`src/rtl/fifo_rd_arb_pkg.sv`:
```
// Shared types and constants for the FIFO read-side arbiter.
//   arb_state_e : arbiter FSM states
//   id_width()  : width of a consumer index, never below 1
//   CntW        : burst pop counter width
package fifo_rd_arb_pkg;

    typedef enum logic [0:0] {
        StIdle,
        StBurst
    } arb_state_e;

    localparam int unsigned CntW = 8;

    function automatic int unsigned id_width(input int unsigned n);
        if (n <= 2) begin
            return 1;
        end
        return $clog2(n);
    endfunction

endpackage

```
`src/rtl/fifo_rd_arbiter_rr_picker.sv`:
```
// rr_picker: combinational round-robin priority encoder.
//   req_i   : request vector
//   start_i : index searched first; the search wraps modulo N
//   gnt_o   : one-hot winner
//   idx_o   : winner index
//   valid_o : any request present
module rr_picker #(
    parameter int unsigned N  = 4,
    parameter int unsigned IW = 2
) (
    input  logic [N-1:0]  req_i,
    input  logic [IW-1:0] start_i,
    output logic [N-1:0]  gnt_o,
    output logic [IW-1:0] idx_o,
    output logic          valid_o
);

    always_comb begin
        int unsigned j;
        gnt_o   = '0;
        idx_o   = '0;
        valid_o = 1'b0;
        j       = 0;
        for (int unsigned i = 0; i < N; i++) begin
            j = (int'(start_i) + i) % N;
            if (!valid_o && req_i[j]) begin
                valid_o  = 1'b1;
                gnt_o[j] = 1'b1;
                idx_o    = IW'(j);
            end
        end
    end

endmodule

```
`src/rtl/fifo_rd_arbiter.sv`:
```
// fifo_rd_arbiter: shares the FIFO read port between NUM_REQ consumers.
// Grants round-robin, holding a grant for up to MAX_BURST pops, and returns
// each popped word tagged with its consumer index one cycle after the pop.
// Optional macro FIFO_RD_ARB_PRIO_EN: consumer 0 wins every arbitration it
// takes part in; the others share round-robin. No preemption inside a burst.
//   rd_clk_i        : read-domain clock
//   rd_rst_ni       : asynchronous active-low reset
//   req_i / ready_i : per-consumer request level / ready to take a word
//   fifo_empty_i    : FIFO empty flag
//   fifo_rd_data_i  : FIFO head word
//   fifo_rd_en_o    : pop strobe (combinational)
//   gnt_o           : one-hot grant, registered
//   out_valid_o     : popped-word pulse; out_data_o / out_id_o word and owner
//   busy_o          : high while a grant is held
module fifo_rd_arbiter
    import fifo_rd_arb_pkg::*;
#(
    parameter int unsigned NUM_REQ   = 4,
    parameter int unsigned DATA_SIZE = 8,
    parameter int unsigned MAX_BURST = 8,
    parameter int unsigned ID_W      = id_width(NUM_REQ)
) (
    input  logic                 rd_clk_i,
    input  logic                 rd_rst_ni,
    input  logic [NUM_REQ-1:0]   req_i,
    input  logic [NUM_REQ-1:0]   ready_i,
    input  logic                 fifo_empty_i,
    input  logic [DATA_SIZE-1:0] fifo_rd_data_i,
    output logic                 fifo_rd_en_o,
    output logic [NUM_REQ-1:0]   gnt_o,
    output logic                 out_valid_o,
    output logic [DATA_SIZE-1:0] out_data_o,
    output logic [ID_W-1:0]      out_id_o,
    output logic                 busy_o
);

    arb_state_e          state_q, state_d;
    logic [NUM_REQ-1:0]  gnt_q, gnt_d;
    logic [ID_W-1:0]     gidx_q, gidx_d;
    logic [ID_W-1:0]     last_q, last_d;
    logic [CntW-1:0]     cnt_q, cnt_d;
    logic                out_valid_q;
    logic [DATA_SIZE-1:0] out_data_q;
    logic [ID_W-1:0]     out_id_q;

    logic [ID_W-1:0]     start_idx;
    logic [NUM_REQ-1:0]  pick_req;
    logic [NUM_REQ-1:0]  pick_gnt;
    logic [ID_W-1:0]     pick_idx;
    logic                pick_valid;
    logic [NUM_REQ-1:0]  win_gnt;
    logic [ID_W-1:0]     win_idx;
    logic                win_valid;
    logic                rd_en;

    assign start_idx = (last_q == ID_W'(NUM_REQ - 1)) ? '0 : last_q + ID_W'(1);

`ifdef FIFO_RD_ARB_PRIO_EN
    // Consumer 0 is masked out of the rotation and wins outright when asking.
    assign pick_req = {req_i[NUM_REQ-1:1], 1'b0};
    always_comb begin
        win_gnt   = pick_gnt;
        win_idx   = pick_idx;
        win_valid = pick_valid;
        if (req_i[0]) begin
            win_gnt    = '0;
            win_gnt[0] = 1'b1;
            win_idx    = '0;
            win_valid  = 1'b1;
        end
    end
`else
    assign pick_req  = req_i;
    assign win_gnt   = pick_gnt;
    assign win_idx   = pick_idx;
    assign win_valid = pick_valid;
`endif

    rr_picker #(
        .N  (NUM_REQ),
        .IW (ID_W)
    ) u_rr_picker (
        .req_i   (pick_req),
        .start_i (start_idx),
        .gnt_o   (pick_gnt),
        .idx_o   (pick_idx),
        .valid_o (pick_valid)
    );

    always_comb begin
        state_d = state_q;
        gnt_d   = gnt_q;
        gidx_d  = gidx_q;
        last_d  = last_q;
        cnt_d   = cnt_q;
        rd_en   = 1'b0;
        unique case (state_q)
            StIdle: begin
                if (win_valid) begin
                    gnt_d   = win_gnt;
                    gidx_d  = win_idx;
                    cnt_d   = '0;
                    state_d = StBurst;
                end
            end
            StBurst: begin
                // req is part of the pop term, so a dropping request never pops.
                rd_en = req_i[gidx_q] & ready_i[gidx_q] & ~fifo_empty_i;
                if (rd_en) begin
                    cnt_d = cnt_q + CntW'(1);
                end
                if (!req_i[gidx_q] || (rd_en && (cnt_d == CntW'(MAX_BURST)))) begin
                    state_d = StIdle;
                    gnt_d   = '0;
                    last_d  = gidx_q;
                end
            end
            default: state_d = StIdle;
        endcase
    end

    always_ff @(posedge rd_clk_i or negedge rd_rst_ni) begin
        if (!rd_rst_ni) begin
            state_q <= StIdle;
            gnt_q   <= '0;
            gidx_q  <= '0;
            last_q  <= ID_W'(NUM_REQ - 1);
            cnt_q   <= '0;
        end else begin
            state_q <= state_d;
            gnt_q   <= gnt_d;
            gidx_q  <= gidx_d;
            last_q  <= last_d;
            cnt_q   <= cnt_d;
        end
    end

    always_ff @(posedge rd_clk_i or negedge rd_rst_ni) begin
        if (!rd_rst_ni) begin
            out_valid_q <= 1'b0;
            out_data_q  <= '0;
            out_id_q    <= '0;
        end else begin
            out_valid_q <= rd_en;
            if (rd_en) begin
                out_data_q <= fifo_rd_data_i;
                out_id_q   <= gidx_q;
            end
        end
    end

    assign fifo_rd_en_o = rd_en;
    assign gnt_o        = gnt_q;
    assign out_valid_o  = out_valid_q;
    assign out_data_o   = out_data_q;
    assign out_id_o     = out_id_q;
    assign busy_o       = (state_q == StBurst);

endmodule

```
`config.mk`:
```
export PLATFORM = sky130hd
export DESIGN_NAME = fifo_rd_arbiter
export DESIGN_NICKNAME = d
export VERILOG_FILES = /design/src/rtl/fifo_rd_arb_pkg.sv /design/src/rtl/fifo_rd_arbiter_rr_picker.sv /design/src/rtl/fifo_rd_arbiter.sv
export SDC_FILE = /design/constraint.sdc
export NUM_CORES = 1
export LEC_CHECK = 0
export ABC_AREA = 1
export CORE_ASPECT_RATIO = 2
export CORE_MARGIN = 5
export CORE_UTILIZATION = 55
export CTS_CLUSTER_DIAMETER = 200
export DETAILED_ROUTE_END_ITERATION = 8
export HOLD_SLACK_MARGIN = 0.02
export PLACE_DENSITY = 0.92
export SYNTH_ARGS = -nofsm -noshare
export SYNTH_HDL_FRONTEND = slang
export SYNTH_SLANG_ARGS = --single-unit
```
`constraint.sdc`:
```
create_clock -name rd_clk_i -period 5.6 [get_ports rd_clk_i]
set_input_delay 0.56 -clock rd_clk_i [delete_from_list [all_inputs] [get_ports rd_clk_i]]
set_output_delay 0.56 -clock rd_clk_i [all_outputs]
set_load 0.02 [all_outputs]
```
==> impl_metrics.yaml <==
status:
  outcome: "completed"
drt:
  viasPerCell: 5.513
  postRouteAntennaNets: 0
  firstDrtPassIters: 4
  routed_wl_mm: 4.407
  drt_iter0_drc: 39
  wl_per_cell_um: 13.95
  vias: 1742
  drc: 0
timing:
  tns_ns: 0
  fin_crit_sh: 0.5375
  skew_ns: 0.003155
  final_max_slew_viol_count: 0
  rsz0062_at_grt: "no"
  worstMarginPinSlew_ns: 0.6140
  relSlewSlack: 0.5902
  max_freq_ghz: 0.3322
  setup_viol: 0
  min_period_ns: 3.010
  hold_violations: 0
synthesis:
  syn_area_per_cell_um2: 7.201
  yosysSeqAreaShare: 0.3922
  synth_cell_types: 28
  syn_inst: 249
  syn-cell-area_um2: 1793
  yosysWarnings: 0
  syn-num-nets: 275
  async_flop_share: 1.000
  ys_ff_latch: 28
  synth_edf_count: 0
  synth_flop_cell: "dfrtp_1"
finish:
  fin_cells: 316
  final_net_count: 312
  drive_gt1_frac: 0.07018
  diodes: 0
  areaGrowthSynthToFinish_pct: 24.70
  final_cell_mix: "nand2_1 (82), clkdlybuf4s50_1 (35), inv_1 (34), dfrtp_1 (26)"
  final_common_cell: "nand2_1"
floorplanning:
  initial_core_util: 0.5680
  die_h_um: 90.75
  die_w_um: 50.37
  core_area_um2: 3157
  die_area_um2: 4571
  boundaryPins: 36
  rows: 29
clock_tree:
  cts-buffers-inserted: 3
  postCtsHoldBufs: 0
  cts_sinks: 28
  post_cts_resized: 0
  clkLatencyLatePin_ns: 0.27
  post-cts-setup-buffers: 0
  htreeDepth: 1
  cts_tree: "yes"
  clock_path_buffers: 2
  root_buffer: "clkbuf_8"
  clk_pin_slew_ns: 0.09
critical_path:
  cp-start-kind: "primary input"
  cp-endpoint: "fifo_rd_en_o"
  critical_path_class: "in -> out"
  path_max_fanout: 13
  reg2reg_slack_ns: 3.12
  r2r-start: "last_q[0]"
  r2r_cells: 9
  startpoint: "req_i[0]"
  cp_data_arrival_time_ns: 2.45
  required_ns: 5.04
  r2r-end: "gidx_q[1]"
  endpoint_kind: "output port"
placed_design:
  gp_congestion: 0.9268
  port_buffers: 35
  dp.cells: 312
  place_hpwl_mm: 3.460
global_routing:
  antenna_found_initial: 0
  grt_util_met1: 0.1917
  busiest_layer: "met2"
  grt_pass1_wl_mm: 7.500
  grt_max_degree: 29
  grt.met3_usage: 0.02645
  grt_pass1_vias: 1725
  grt-ovfl-total: 0
  grt_use_total: 0.2067
  use_met2: 0.3876
pwr:
  p_leak_nw: 1.101
  p_per_area_nw_per_um2: 542.5
  ir_drop_v: 0.0003519
min_path:
  holdPathStages: 2
  hold_class: "reg -> reg"
flow_run:
  drv_cap: 0
## worst min path at each step
stage / start / endpoint / slack [ns]
after floorplan: rd_rst_ni / busy_o / 0.26
after global placement: out_data_o[0] / out_data_o[0] / 0.46
after detailed placement: out_data_o[0] / out_data_o[0] / 0.46
after CTS: out_data_o[0] / out_data_o[0] / 0.48
after global routing: out_data_o[6] / out_data_o[6] / 0.52
final: out_data_o[0] / out_data_o[0] / 0.48
## per-layer routing
layer	part of all wire	wire length, µm
met5	0	0
met4	0.055	242
met1	0.33	1466
met2	0.59	2600
met3	0.022	97
## critical path, stage by stage
cell and delay, ns:
clkdlybuf4s50_1 0.49, inv_1 0.05, nand2_1 0.05, nand3_1 0.11, nand2_4 0.13, nand3_4 0.19, nor2_8 0.21, clkdlybuf4s50_1 0.65
## kinds of logic after synthesis
| group | after synthesis | synth area share |
|---|---|---|
| AO/OA/AOI/OAI | 38 | 0.1172 |
| XOR/XNOR | 3 | 0.01466 |
| adder cells (fa/ha/maj) | 7 | 0.04885 |
| buffers and inverters | 42 | 0.09350 |
| flip-flops | 28 | 0.3922 |
| multiplexers | 1 | 0.005583 |
| AND/OR/NAND/NOR | 130 | 0.3280 |
## per-stage QoR
step	power, mW	setup WS (ns)	instance area [µm²]	utilization	hold slack (ns)
final	1.213	2.590	2236	0.7083	0.4782
after global routing	1.331	2.490	2236	0.7083	0.5184
after CTS	1.216	2.584	2236	0.7083	0.4820
after detailed placement	1.054	2.589	2165	0.6857	0.4585
after global placement	1.030	2.643	2165	0.6857	0.4552
after floorplan	0.8302	3.448	1793	-	0.2644
## cell usage after synthesis (3+ instances only)
master / n / share of area
dfrtp_1: 26 / 0.36
inv_1: 34 / 0.071
nand4_1: 3 / 0.010
a21oi_1: 5 / 0.014
nand3_1: 17 / 0.047
nand2_1: 82 / 0.17
nand2_2: 4 / 0.014
nor2_1: 15 / 0.031
clkinv_1: 3 / 0.0063
nor3_1: 3 / 0.0084
o21ai_1: 5 / 0.014
o21ai_0: 17 / 0.047
ha_1: 7 / 0.049
o22ai_1: 8 / 0.028
## state kept, by name (all words and copies together), names as in the netlist
signal / cells
gnt_o: 4
out_data_o: 8
out_valid_o: 1
out_id_o: 2
cnt_q: 8
gidx_q: 2
last_q: 2
busy_o: 1
## power by group
group	internal (mW)	leakage (nW)	switching [mW]
combinational	0.258	0.704	0.451
sequential	0.279	0.361	0.0684
clock	0.0957	0.0357	0.0615
total	0.632	1.10	0.581
## area by class of cell
cell class                      instances  area, µm²
Clock inverter                          1      30.03
Tap cell                               31      38.79
Fill cell                             237      920.9
Timing Repair Buffer                   36      357.8
Sequential cell                        28      703.2
Inverter                               38      142.6
Multi-Input combinational cell        179      922.1
Clock buffer                            3      41.29
(Power assumes the default switching activity.)
